## src/rtl/spi_ram_arbiter_pkg.sv

```systemverilog
// ----------------------------------------------------------------------------
// spi_ram_pkg
// Shared definitions for the SPI/RAM arbiter slice:
//   - SPI command opcodes carried in spi_rx_data[9:8]
//   - access sequencer state encoding
//   - requester ids used by the round-robin arbiter and last_grant
// ----------------------------------------------------------------------------
package spi_ram_pkg;

    localparam logic [1:0] CMD_WR_ADDR = 2'b00;
    localparam logic [1:0] CMD_WR_DATA = 2'b01;
    localparam logic [1:0] CMD_RD_ADDR = 2'b10;
    localparam logic [1:0] CMD_RD_DATA = 2'b11;

    typedef enum logic [1:0] {
        ST_IDLE    = 2'd0,
        ST_ACCESS  = 2'd1,
        ST_RD_WAIT = 2'd2
    } state_t;

    // Requester ids double as bit positions in the arbiter req/grant vectors
    localparam logic REQ_SPI = 1'b0;
    localparam logic REQ_LOC = 1'b1;

endpackage

```

## src/rtl/spi_ram_arbiter_if.sv

```systemverilog
// ----------------------------------------------------------------------------
// spi_ram_arbiter_if
// Local-bus access port of the arbiter.
//   req    master->slave  level request, held until gnt
//   we     master->slave  1=write 0=read, stable while req
//   addr   master->slave  access address
//   wdata  master->slave  write data
//   gnt    slave->master  1-cycle pulse, access issued
//   rdata  slave->master  read data
//   rvalid slave->master  1-cycle pulse, rdata valid
// ----------------------------------------------------------------------------
interface spi_ram_arbiter_if #(
    parameter int ADDR_SIZE = 8
);
    logic                 req;
    logic                 we;
    logic [ADDR_SIZE-1:0] addr;
    logic [7:0]           wdata;
    logic                 gnt;
    logic [7:0]           rdata;
    logic                 rvalid;

    modport master (output req, we, addr, wdata, input gnt, rdata, rvalid);
    modport slave  (input req, we, addr, wdata, output gnt, rdata, rvalid);
endinterface

```

## src/rtl/spi_ram_arbiter_arb_rr2.sv

```systemverilog
// ----------------------------------------------------------------------------
// arb_rr2
// Combinational two-requester round-robin arbiter.
//   req[1:0]    in   request vector, bit REQ_SPI / REQ_LOC
//   last_grant  in   id of the requester granted most recently
//   grant[1:0]  out  one-hot grant (all zero when nobody requests)
// On a tie the requester that was not granted last wins.
// ----------------------------------------------------------------------------
module arb_rr2
    import spi_ram_pkg::*;
(
    input  logic [1:0] req,
    input  logic       last_grant,
    output logic [1:0] grant
);

    always_comb begin
        grant = 2'b00;
        case (req)
            2'b01:   grant = 2'b01;
            2'b10:   grant = 2'b10;
            2'b11:   grant = (last_grant == REQ_SPI) ? 2'b10 : 2'b01;
            default: grant = 2'b00;
        endcase
    end

endmodule

```

## src/rtl/spi_ram_arbiter.sv

```systemverilog
// ----------------------------------------------------------------------------
// spi_ram_arbiter
// Owns the single RAM port and shares it between SPI command traffic and a
// local bus master. Decodes 10-bit SPI command words, keeps the SPI write/read
// address registers, holds one pending SPI access, and sequences RAM cycles.
//   clk, rst_n       clock, asynchronous active-low reset
//   spi_rx_data/valid  command word in ([9:8] opcode, [7:0] addr/data)
//   spi_tx_data/valid  SPI read result, valid held TX_HOLD cycles
//   spi_overrun        sticky: access command replaced a still-pending one
//   loc                local bus (slave side of spi_ram_arbiter_if)
//   ram_en/we/addr/wdata  registered RAM controls
//   ram_rdata          RAM read data, valid one edge after ram_en sampled
// ----------------------------------------------------------------------------
module spi_ram_arbiter
    import spi_ram_pkg::*;
#(
    parameter int ADDR_SIZE = 8,
    parameter int MEM_DEPTH = 256,
    parameter int TX_HOLD   = 10
) (
    input  logic                 clk,
    input  logic                 rst_n,
    input  logic [9:0]           spi_rx_data,
    input  logic                 spi_rx_valid,
    output logic [7:0]           spi_tx_data,
    output logic                 spi_tx_valid,
    output logic                 spi_overrun,
    spi_ram_arbiter_if.slave     loc,
    output logic                 ram_en,
    output logic                 ram_we,
    output logic [ADDR_SIZE-1:0] ram_addr,
    output logic [7:0]           ram_wdata,
    input  logic [7:0]           ram_rdata
);

    localparam int CNT_W = $clog2(TX_HOLD + 1);

    if (ADDR_SIZE > 8 || MEM_DEPTH != (1 << ADDR_SIZE)) begin : g_bad_params
        $error("spi_ram_arbiter: ADDR_SIZE must be <= 8 and MEM_DEPTH == 2**ADDR_SIZE");
    end

    logic [1:0]           opcode;
    logic [ADDR_SIZE-1:0] rx_field;
    logic [7:0]           rx_byte;

    logic [ADDR_SIZE-1:0] wr_addr, rd_addr;
    logic                 pend_valid, pend_we;
    logic [ADDR_SIZE-1:0] pend_addr;
    logic [7:0]           pend_wdata;

    state_t               state, state_nxt;
    logic [1:0]           arb_req, grant;
    logic                 last_grant;
    logic                 cur_we, cur_loc;
    logic [CNT_W-1:0]     tx_cnt;

    assign opcode   = spi_rx_data[9:8];
    assign rx_field = spi_rx_data[ADDR_SIZE-1:0];
    assign rx_byte  = spi_rx_data[7:0];

    // Requests are only looked at in IDLE; a local request withdrawn before
    // that simply never reaches the arbiter.
    assign arb_req = (state == ST_IDLE) ? {loc.req, pend_valid} : 2'b00;

    arb_rr2 u_arb (
        .req        (arb_req),
        .last_grant (last_grant),
        .grant      (grant)
    );

    // Command decode, address registers and the single pending SPI access
    always_ff @(posedge clk or negedge rst_n) begin
        if (!rst_n) begin
            wr_addr     <= '0;
            rd_addr     <= '0;
            pend_valid  <= 1'b0;
            pend_we     <= 1'b0;
            pend_addr   <= '0;
            pend_wdata  <= '0;
            spi_overrun <= 1'b0;
        end else begin
            if (grant[REQ_SPI])
                pend_valid <= 1'b0;
            // A capture on the grant edge wins over the clear above: the new
            // op becomes pending and waits for the next IDLE. The op being
            // granted on this edge is not counted as overrun.
            if (spi_rx_valid) begin
                case (opcode)
                    CMD_WR_ADDR: wr_addr <= rx_field;
                    CMD_RD_ADDR: rd_addr <= rx_field;
                    CMD_WR_DATA: begin
                        pend_valid <= 1'b1;
                        pend_we    <= 1'b1;
                        pend_addr  <= wr_addr;
                        pend_wdata <= rx_byte;
                        if (pend_valid && !grant[REQ_SPI])
                            spi_overrun <= 1'b1;
                    end
                    default: begin
                        pend_valid <= 1'b1;
                        pend_we    <= 1'b0;
                        pend_addr  <= rd_addr;
                        if (pend_valid && !grant[REQ_SPI])
                            spi_overrun <= 1'b1;
                    end
                endcase
            end
        end
    end

    always_ff @(posedge clk or negedge rst_n) begin
        if (!rst_n)
            state <= ST_IDLE;
        else
            state <= state_nxt;
    end

    always_comb begin
        state_nxt = state;
        case (state)
            ST_IDLE:    if (grant != 2'b00) state_nxt = ST_ACCESS;
            ST_ACCESS:  state_nxt = cur_we ? ST_IDLE : ST_RD_WAIT;
            ST_RD_WAIT: state_nxt = ST_IDLE;
            default:    state_nxt = ST_IDLE;
        endcase
    end

    // RAM drive, grant bookkeeping, read-data return and tx hold counter
    always_ff @(posedge clk or negedge rst_n) begin
        if (!rst_n) begin
            ram_en       <= 1'b0;
            ram_we       <= 1'b0;
            ram_addr     <= '0;
            ram_wdata    <= '0;
            last_grant   <= REQ_LOC;
            cur_we       <= 1'b0;
            cur_loc      <= 1'b0;
            loc.gnt      <= 1'b0;
            loc.rdata    <= '0;
            loc.rvalid   <= 1'b0;
            spi_tx_data  <= '0;
            spi_tx_valid <= 1'b0;
            tx_cnt       <= '0;
        end else begin
            ram_en     <= 1'b0;
            loc.gnt    <= 1'b0;
            loc.rvalid <= 1'b0;

            if (grant[REQ_SPI]) begin
                ram_en     <= 1'b1;
                ram_we     <= pend_we;
                ram_addr   <= pend_addr;
                ram_wdata  <= pend_wdata;
                cur_we     <= pend_we;
                cur_loc    <= 1'b0;
                last_grant <= REQ_SPI;
            end else if (grant[REQ_LOC]) begin
                ram_en     <= 1'b1;
                ram_we     <= loc.we;
                ram_addr   <= loc.addr;
                ram_wdata  <= loc.wdata;
                cur_we     <= loc.we;
                cur_loc    <= 1'b1;
                last_grant <= REQ_LOC;
                loc.gnt    <= 1'b1;
            end

            if (tx_cnt != '0) begin
                tx_cnt <= tx_cnt - CNT_W'(1);
                if (tx_cnt == CNT_W'(1))
                    spi_tx_valid <= 1'b0;
            end

            // A fresh SPI result reloads data and restarts the hold window
            if (state == ST_RD_WAIT) begin
                if (cur_loc) begin
                    loc.rdata  <= ram_rdata;
                    loc.rvalid <= 1'b1;
                end else begin
                    spi_tx_data  <= ram_rdata;
                    spi_tx_valid <= 1'b1;
                    tx_cnt       <= CNT_W'(TX_HOLD);
                end
            end
        end
    end

endmodule

```

## src/flat_wrapper.sv

```systemverilog
// flat-port wrapper written by rule: the top's interface ports become plain ports
module spi_ram_arbiter_flat import spi_ram_pkg::*;
#(
    parameter int ADDR_SIZE = 8,
    parameter int MEM_DEPTH = 256,
    parameter int TX_HOLD   = 10
)
  (clk, rst_n, spi_rx_data, spi_rx_valid, spi_tx_data, spi_tx_valid, spi_overrun, ram_en, ram_we, ram_addr, ram_wdata, ram_rdata, loc_req, loc_we, loc_addr, loc_wdata, loc_gnt, loc_rdata, loc_rvalid);
  spi_ram_arbiter_if #(.ADDR_SIZE(ADDR_SIZE)) loc_i ();
  input  logic clk;
  input  logic rst_n;
  input  logic [9:0] spi_rx_data;
  input  logic spi_rx_valid;
  output logic [7:0] spi_tx_data;
  output logic spi_tx_valid;
  output logic spi_overrun;
  output logic ram_en;
  output logic ram_we;
  output logic [ADDR_SIZE-1:0] ram_addr;
  output logic [7:0] ram_wdata;
  input  logic [7:0] ram_rdata;
  input wire logic [$bits(loc_i.req)-1:0] loc_req;
  input wire logic [$bits(loc_i.we)-1:0] loc_we;
  input wire logic [$bits(loc_i.addr)-1:0] loc_addr;
  input wire logic [$bits(loc_i.wdata)-1:0] loc_wdata;
  output wire logic [$bits(loc_i.gnt)-1:0] loc_gnt;
  output wire logic [$bits(loc_i.rdata)-1:0] loc_rdata;
  output wire logic [$bits(loc_i.rvalid)-1:0] loc_rvalid;
  assign loc_i.req = loc_req;
  assign loc_i.we = loc_we;
  assign loc_i.addr = loc_addr;
  assign loc_i.wdata = loc_wdata;
  assign loc_gnt = loc_i.gnt;
  assign loc_rdata = loc_i.rdata;
  assign loc_rvalid = loc_i.rvalid;
  spi_ram_arbiter #(.ADDR_SIZE(ADDR_SIZE), .MEM_DEPTH(MEM_DEPTH), .TX_HOLD(TX_HOLD)) u_core (.clk(clk), .rst_n(rst_n), .spi_rx_data(spi_rx_data), .spi_rx_valid(spi_rx_valid), .spi_tx_data(spi_tx_data), .spi_tx_valid(spi_tx_valid), .spi_overrun(spi_overrun), .loc(loc_i), .ram_en(ram_en), .ram_we(ram_we), .ram_addr(ram_addr), .ram_wdata(ram_wdata), .ram_rdata(ram_rdata));
endmodule
```

## config.mk

```make
export PLATFORM = sky130hd
export DESIGN_NAME = spi_ram_arbiter_flat
export DESIGN_NICKNAME = d
export VERILOG_FILES = /design/src/rtl/spi_ram_arbiter_pkg.sv /design/src/rtl/spi_ram_arbiter_if.sv /design/src/rtl/spi_ram_arbiter_arb_rr2.sv /design/src/rtl/spi_ram_arbiter.sv /design/src/flat_wrapper.sv
export SDC_FILE = /design/constraint.sdc
export NUM_CORES = 1
export LEC_CHECK = 0
export BUFFER_PORTS_ARGS = -buffer_cell sky130_fd_sc_hd__buf_2
export CAP_MARGIN = 30
export CORE_UTILIZATION = 54
export DETAILED_ROUTE_END_ITERATION = 6
export GPL_TIMING_DRIVEN = 0
export PLACE_DENSITY = 0.84
export SETUP_SLACK_MARGIN = 0.1
export SLEW_MARGIN = 20
export SYNTH_ARGS = -nofsm -noshare
export SYNTH_HDL_FRONTEND = slang
export SYNTH_SLANG_ARGS = --single-unit
```

## constraint.sdc

```tcl
create_clock -name clk -period 2.1 [get_ports clk]
set_input_delay 0.42 -clock clk [delete_from_list [all_inputs] [get_ports clk]]
set_output_delay 0.42 -clock clk [all_outputs]
set_load 0.02 [all_outputs]
```

==> reports/metrics.yaml, run 1 <==
clocking:
  path_clk_slew_ns: 0.07
  cts-resized-gates: 0
  cts_buffer_depth: 2
  root_buffer: "clkbuf_8"
  cts_tree: "built"
  htree_levels: 3
  hold_buffers: 0
  post_cts_buffers: 0
  clock_latency_ns: 0.34
  clock_sinks: 80
  cts-buffers-inserted: 9
finish:
  nets: 359
  layout-drive-gt1-share_pct: 55.5
  num_antenna_cells: 0
  area_delta_synth_final_pct: 20.9
  fin_util_pct: 68.7
global_routing:
  grt_start_max_net_pins: 43
  grt_pass1_vias: 2126
  grtUsageTotal_pct: 20.6
  antenna_found_initial: 0
  grt_pass1_wl_mm: 10.0
  grt_overflow: 0
die:
  dieArea_um2: 6660
  ios: 77
  fp.dieH_um: 81.6
  num_rows: 28
  initial_core_util_pct: 56.8
  fp.dieW_um: 81.6
  core_um2: 6030
yosys:
  synth_edf_count: 0
  avgSynthCellArea_um2: 14.9
  synthFlopType: "dfrtp_1"
  synth-async-reset-ratio_pct: 100
  synth_area_leaders: "dfrtp_1 (58%), mux2_2 (18%), mux2_4 (7.9%), mux2i_1 (2.6%), nand2_1 (1.3%)"
  synth_common_cells: "dfrtp_1 (79), mux2_2 (56), mux2_4 (18)"
  synth_cell_types: 33
  ys_seq_elements: 80
  yosysSeqAreaShare_pct: 58.5
  synthMostInstantiatedCell: "dfrtp_1"
  synth_fp_nets: 271
  yosys_warnings: 0
  synth_area_um2: 3420
  syn_inst: 229
  synth_top_cell_by_area: "dfrtp_1"
  synth_top_area_share_pct: 57.7
hold_path:
  hp-class: "in2async"
sta:
  rsz0062_at_grt: "false"
  max_slew_margin_pct: 48.5
  layout_min_cycle_time_ns: 1.76
  fin_setup_tns_ns: 0
  report.final.slew_viol_count: 0
  finClkSkew_ns: 0.00363
  tightest_slew_ns: 0.770
  worst_slack_ns: 0.345
  final_hold_viol_count: 0
  max_freq_ghz: 0.570
  finalSetupViolCount: 0
  fin_crit_sh_pct: 83.6
route:
  drtPass1Iterations: 4
  drtIter0Drc: 72
  drt-wirelength-per-cell_um: 15.7
  vias_per_cell: 5.37
  wirelength_mm: 6.21
  drcViolationCount: 0
  postRouteAntennaNets: 0
  num_vias: 2127
worst_setup_path:
  r2r_setup_slack_ns: 0.34
  start_kind: "flip-flop"
  worst-path-max-fanout: 10
  endpoint_kind: "flip-flop"
  required_ns: 2.33
  critPathArrivalTime_ns: 1.98
  critPathKind: "reg2reg"
placement:
  gp_congestion: 0.716
  port_buffers: 76
  detailedPlace.worstSlack_ns: 0.219
  hpwl_mm: 4.39
power_and_ir_drop:
  p_per_area_nw_per_um2: 1470
  worst_ir_drop_vdd_v: 0.000761
  leakage_nw: 2.01
status:
  outcome: "complete, no violations"
flow_run:
  drv_cap: 0
registers in the layout (all words and copies together) (netlist names), 2 cells and up:
register,cells
u_core.ram_wdata,8
u_core.ram_addr,8
u_core.loc.rdata,8
u_core.wr_addr,8
u_core.spi_tx_data,8
u_core.pend_wdata,8
u_core.pend_addr,8
u_core.state,2
u_core.tx_cnt,4
u_core.rd_addr,8
critical path: stages (launching register included):
cell and delay [ns]:
dfrtp_1 0.45, a21boi_4 0.39, buf_8 0.23, mux2_4 0.31, mux2_4 0.26
layout by cell type, fill, tap and decap left out, types with 3 or more instances in the layout:
master,instances
mux2i_1,9
inv_1,4
clkbuf_1,3
nand2b_1,3
o21ai_0,8
dfrtp_1,79
buf_2,77
ha_1,3
clkbuf_8,11
mux2_2,56
nand3b_1,4
nor2_1,3
mux2_4,18
nand2_1,12
cell type report:
class / count / area (um2)
plain buffers: 8 / 62.6
clock buffers: 12 / 155
clock inverters: 3 / 65.1
fillers: 458 / 1890
inverters: 4 / 15.0
multi-input cells: 137 / 1340
flip-flops and latches: 80 / 2000
well taps: 75 / 93.8
repair buffers: 77 / 403
cells by family after synthesis:
family | count (synthesis) | synth area share [%]
muxes | 83 | 28.9
AOI/OAI and AO/OA | 19 | 3.76
DFF | 80 | 58.5
xor gates and xnor gates | 1 | 0.256
adders and majority gates | 3 | 1.10
buffers and inverters | 12 | 2.27
and+or+nand+nor | 31 | 5.15
metrics by stage:
step / cell area (um2) / cells / hold WS (ns) / power [mW]
after detailed placement: 3920 / 381 / 0.434 / 4.89
after global routing: 4140 / 396 / 0.0769 / 6.45
after global placement: 3900 / 380 / 0.455 / 4.78
final: 4140 / 396 / 0.0477 / 6.07
after floorplan: 3420 / 229 / 0.124 / 4.18
after CTS: 4140 / 396 / 0.0583 / 6.14
metal layers:
metal | global-route usage [%] | vias up | wire, um
met1 | 25.2 | 1052 | 2710
li1 | - | 987 | -
met5 | 0 | - | 0
met3 | 5.44 | 14 | 353
met4 | 10.0 | 0 | 146
met2 | 33.9 | 74 | 3000
where the power goes:
part,leakage (nW),total (mW),internal (mW),switching (mW)
sequential,0.958,2.46,2.13,0.335
combinational,0.941,2.36,1.19,1.17
clock,0.112,1.24,0.727,0.513
total,2.01,6.07,4.05,2.02
final timing paths:
path / from / end / cells after the start
min reg2reg: u_core.spi_tx_valid / u_core.spi_tx_valid / 1
max in group asynchronous: rst_n / u_core.last_grant / 2
min in group clk: ram_rdata[5] / u_core.loc.rdata[5] / 2
max reg2reg: u_core.pend_valid / u_core.ram_wdata[2] / 4
min: rst_n / u_core.loc.rvalid / 1
max: u_core.pend_valid / u_core.ram_wdata[2] / 4
Power figures use the tool's default switching activity.
==> inputs of run 2 (changes only) <==
--- a/config.mk
+++ b/config.mk
@@ -7,10 +7,10 @@
 export LEC_CHECK = 0
 export BUFFER_PORTS_ARGS = -buffer_cell sky130_fd_sc_hd__buf_2
 export CAP_MARGIN = 30
-export CORE_UTILIZATION = 54
+export CORE_UTILIZATION = 48
 export DETAILED_ROUTE_END_ITERATION = 6
 export GPL_TIMING_DRIVEN = 0
-export PLACE_DENSITY = 0.84
+export PLACE_DENSITY = 0.79
 export SETUP_SLACK_MARGIN = 0.1
 export SLEW_MARGIN = 20
 export SYNTH_ARGS = -nofsm -noshare
==> constraint.sdc (replaced) <==
create_clock -name clk -period 1.6 [get_ports clk]
set_input_delay 0.32 -clock clk [delete_from_list [all_inputs] [get_ports clk]]
set_output_delay 0.32 -clock clk [all_outputs]
set_load 0.02 [all_outputs]
==> run 2 against run 1 <==
  * Design area rose by 5.0%
  * Utilization fell by 5.1 points
  * Non-clock buffer count rose by 7
  * Critical path type unchanged
==> reports/metrics.yaml, run 2 (same netlist as run 1, synthesis figures left out) <==
status:
  outcome: "complete, no violations"
route:
  drtPass1Iterations: 4
  postRouteAntennaNets: 0
  topRoutingLayerUsed: "met4"
  drtIter0Drc: 61
  wl_met2_mm: 2.94
  num_vias: 2106
  drt-wirelength-per-cell_um: 14.7
  vias_per_cell: 4.96
  drcViolationCount: 0
  drt-met1-wl_mm: 2.90
  wl_met3_um: 324
  wirelength_mm: 6.25
worst_setup_path:
  r2r_start: "u_core.pend_valid"
  rr_endpoint: "u_core.ram_wdata[7]"
  critPathKind: "reg2reg"
  endpoint_kind: "flip-flop"
  worst-path-max-fanout: 10
  r2r_setup_slack_ns: 0.08
  max_stage_delay_ns: 0.43
  start_kind: "flip-flop"
  critPathArrivalTime_ns: 1.75
  crit_path_start: "u_core.pend_valid"
  required_ns: 1.83
  slowest_stage: "dfrtp_2"
  timing.critical_path.mode_cell: "mux2_4"
  r2r_cells: 4
  endpoint: "u_core.ram_wdata[7]"
  cp_cell_sequence: "a21boi_4 -> buf_12 -> mux2_4 -> mux2_4"
die:
  fp.dieW_um: 86.5
  core_um2: 6830
  ios: 77
  dieArea_um2: 7470
  num_rows: 30
  fp.dieH_um: 86.5
  initial_core_util_pct: 50.1
global_routing:
  grt_overflow: 0
  grt_pass1_wl_mm: 10.2
  grt_start_max_net_pins: 49
  grtUsageTotal_pct: 18.1
  antenna_found_initial: 0
  grt_pass1_vias: 2169
placement:
  dpl_cell_area_um2: 3950
  gp_congestion: 0.711
  port_buffers: 76
  hpwl_mm: 4.32
  dp_cells: 402
sta:
  rsz0062_at_grt: "true"
  layout_min_cycle_time_ns: 1.52
  final_hold_viol_count: 0
  finalSetupViolCount: 0
  report.final.slew_viol_count: 0
  finClkSkew_ns: 0.00544
  tightest_slew_ns: 0.727
  max_slew_margin_pct: 51.4
  max_freq_ghz: 0.657
  fin_crit_sh_pct: 95.2
finish:
  area_delta_synth_final_pct: 27.0
  nets: 366
  num_antenna_cells: 0
  postLayoutCellArea_um2: 4350
  layout-drive-gt1-share_pct: 57.1
  finalNonFillerCells: 425
  fill_cells: 563
  final_cell_mix: "buf_2 (76), dfrtp_1 (76), mux2_2 (41)"
clocking:
  htree_levels: 3
  clock_sinks: 80
  cts-buffers-inserted: 9
  cts_buffer_depth: 2
  root_buffer: "clkbuf_8"
  clock_latency_ns: 0.34
  cts_tree: "built"
  path_clk_slew_ns: 0.07
power_and_ir_drop:
  leakage_nw: 2.11
  p_per_area_nw_per_um2: 1920
  worst_ir_drop_vdd_v: 0.000828
  p_total_mw: 8.37
hold_path:
  hp-class: "in2reg"
flow_run:
  drv_cap: 0
==> run 2: changes by cell type in the layout (fill, tap and decap cells not counted), sizes merged <==
cell	change
buf	+6
clkbuf	-1
clkinv	+1
dlygate4sd3	+1
clkinvlp	+1
==> run 2: metrics by stage <==
| stage | hold WS (ns) | setup slack (ns) | util [%] | setup TNS, ns |
|---|---|---|---|---|
| floorplan | 0.0244 | 0.0526 | - | 0 |
| global placement | 0.457 | -0.359 | 57.4 | -30.19 |
| detailed placement | 0.294 | -0.163 | 57.9 | -2.39 |
| CTS | 0.206 | 0.0570 | 62.8 | 0 |
| global route | 0.213 | 0.0415 | 63.6 | 0 |
| finish | 0.220 | 0.0771 | 63.6 | 0 |
==> run 2: how the worst min path moves through the flow <==
| stage | start | end | slack [ns] | depth (start not counted) |
|---|---|---|---|---|
| CTS | ram_rdata[2] | u_core.loc.rdata[2] | 0.21 | 2 |
| detailed placement | rst_n | u_core.loc.rdata[2] | 0.29 | 1 |
| floorplan | rst_n | u_core.cur_loc | 0.02 | 0 |
| global placement | u_core.spi_overrun | u_core.spi_overrun | 0.46 | 1 |
| global route | ram_rdata[0] | u_core.spi_tx_data[0] | 0.21 | 2 |
| finish | ram_rdata[6] | u_core.loc.rdata[6] | 0.22 | 2 |
==> run 2: per-layer routing <==
layer,global-route usage (%),vias to the layer above
li1,-,996
met1,23.0,1042
met2,30.2,59
met3,4.38,9
met4,6.82,0
met5,0,-
==> run 2: cell type report <==
cell class                 instances  area [um2]  share of cell area [%]
clock buffer                      11         131                    3.02
clock inverter                     5        81.3                    1.87
tap                               96         120                    2.76
buffer                             8        77.6                    1.78
sequential                        80        2010                    46.2
multi-input combinational        137        1420                    32.7
inverter                           4        15.0                   0.345
timing repair buffer              84         494                    11.4
==> run 2: critical path, delay by kind of cell (launching register included) <==
kind / cells / cell delay, ns
buf+inv: 1 / 0.19
flops: 1 / 0.43
mux: 2 / 0.56
compound gates: 1 / 0.23
==> run 2: where the power goes <==
| group | switching [mW] | total, mW | internal [mW] |
|---|---|---|---|
| logic | 1.63 | 3.52 | 1.89 |
| clock network | 0.704 | 1.58 | 0.880 |
| registers | 0.465 | 3.26 | 2.80 |
==> run 2: what timing repair did <==
action / in CTS / in global routing
setup endpoints to repair: 23 / 23
buffers inserted: 3 / 3
pin swaps: 1 / 1
hold buffers: 1 / 0
resized for setup: 21 / 6
endpoints found under the hold margin: 32 / 0
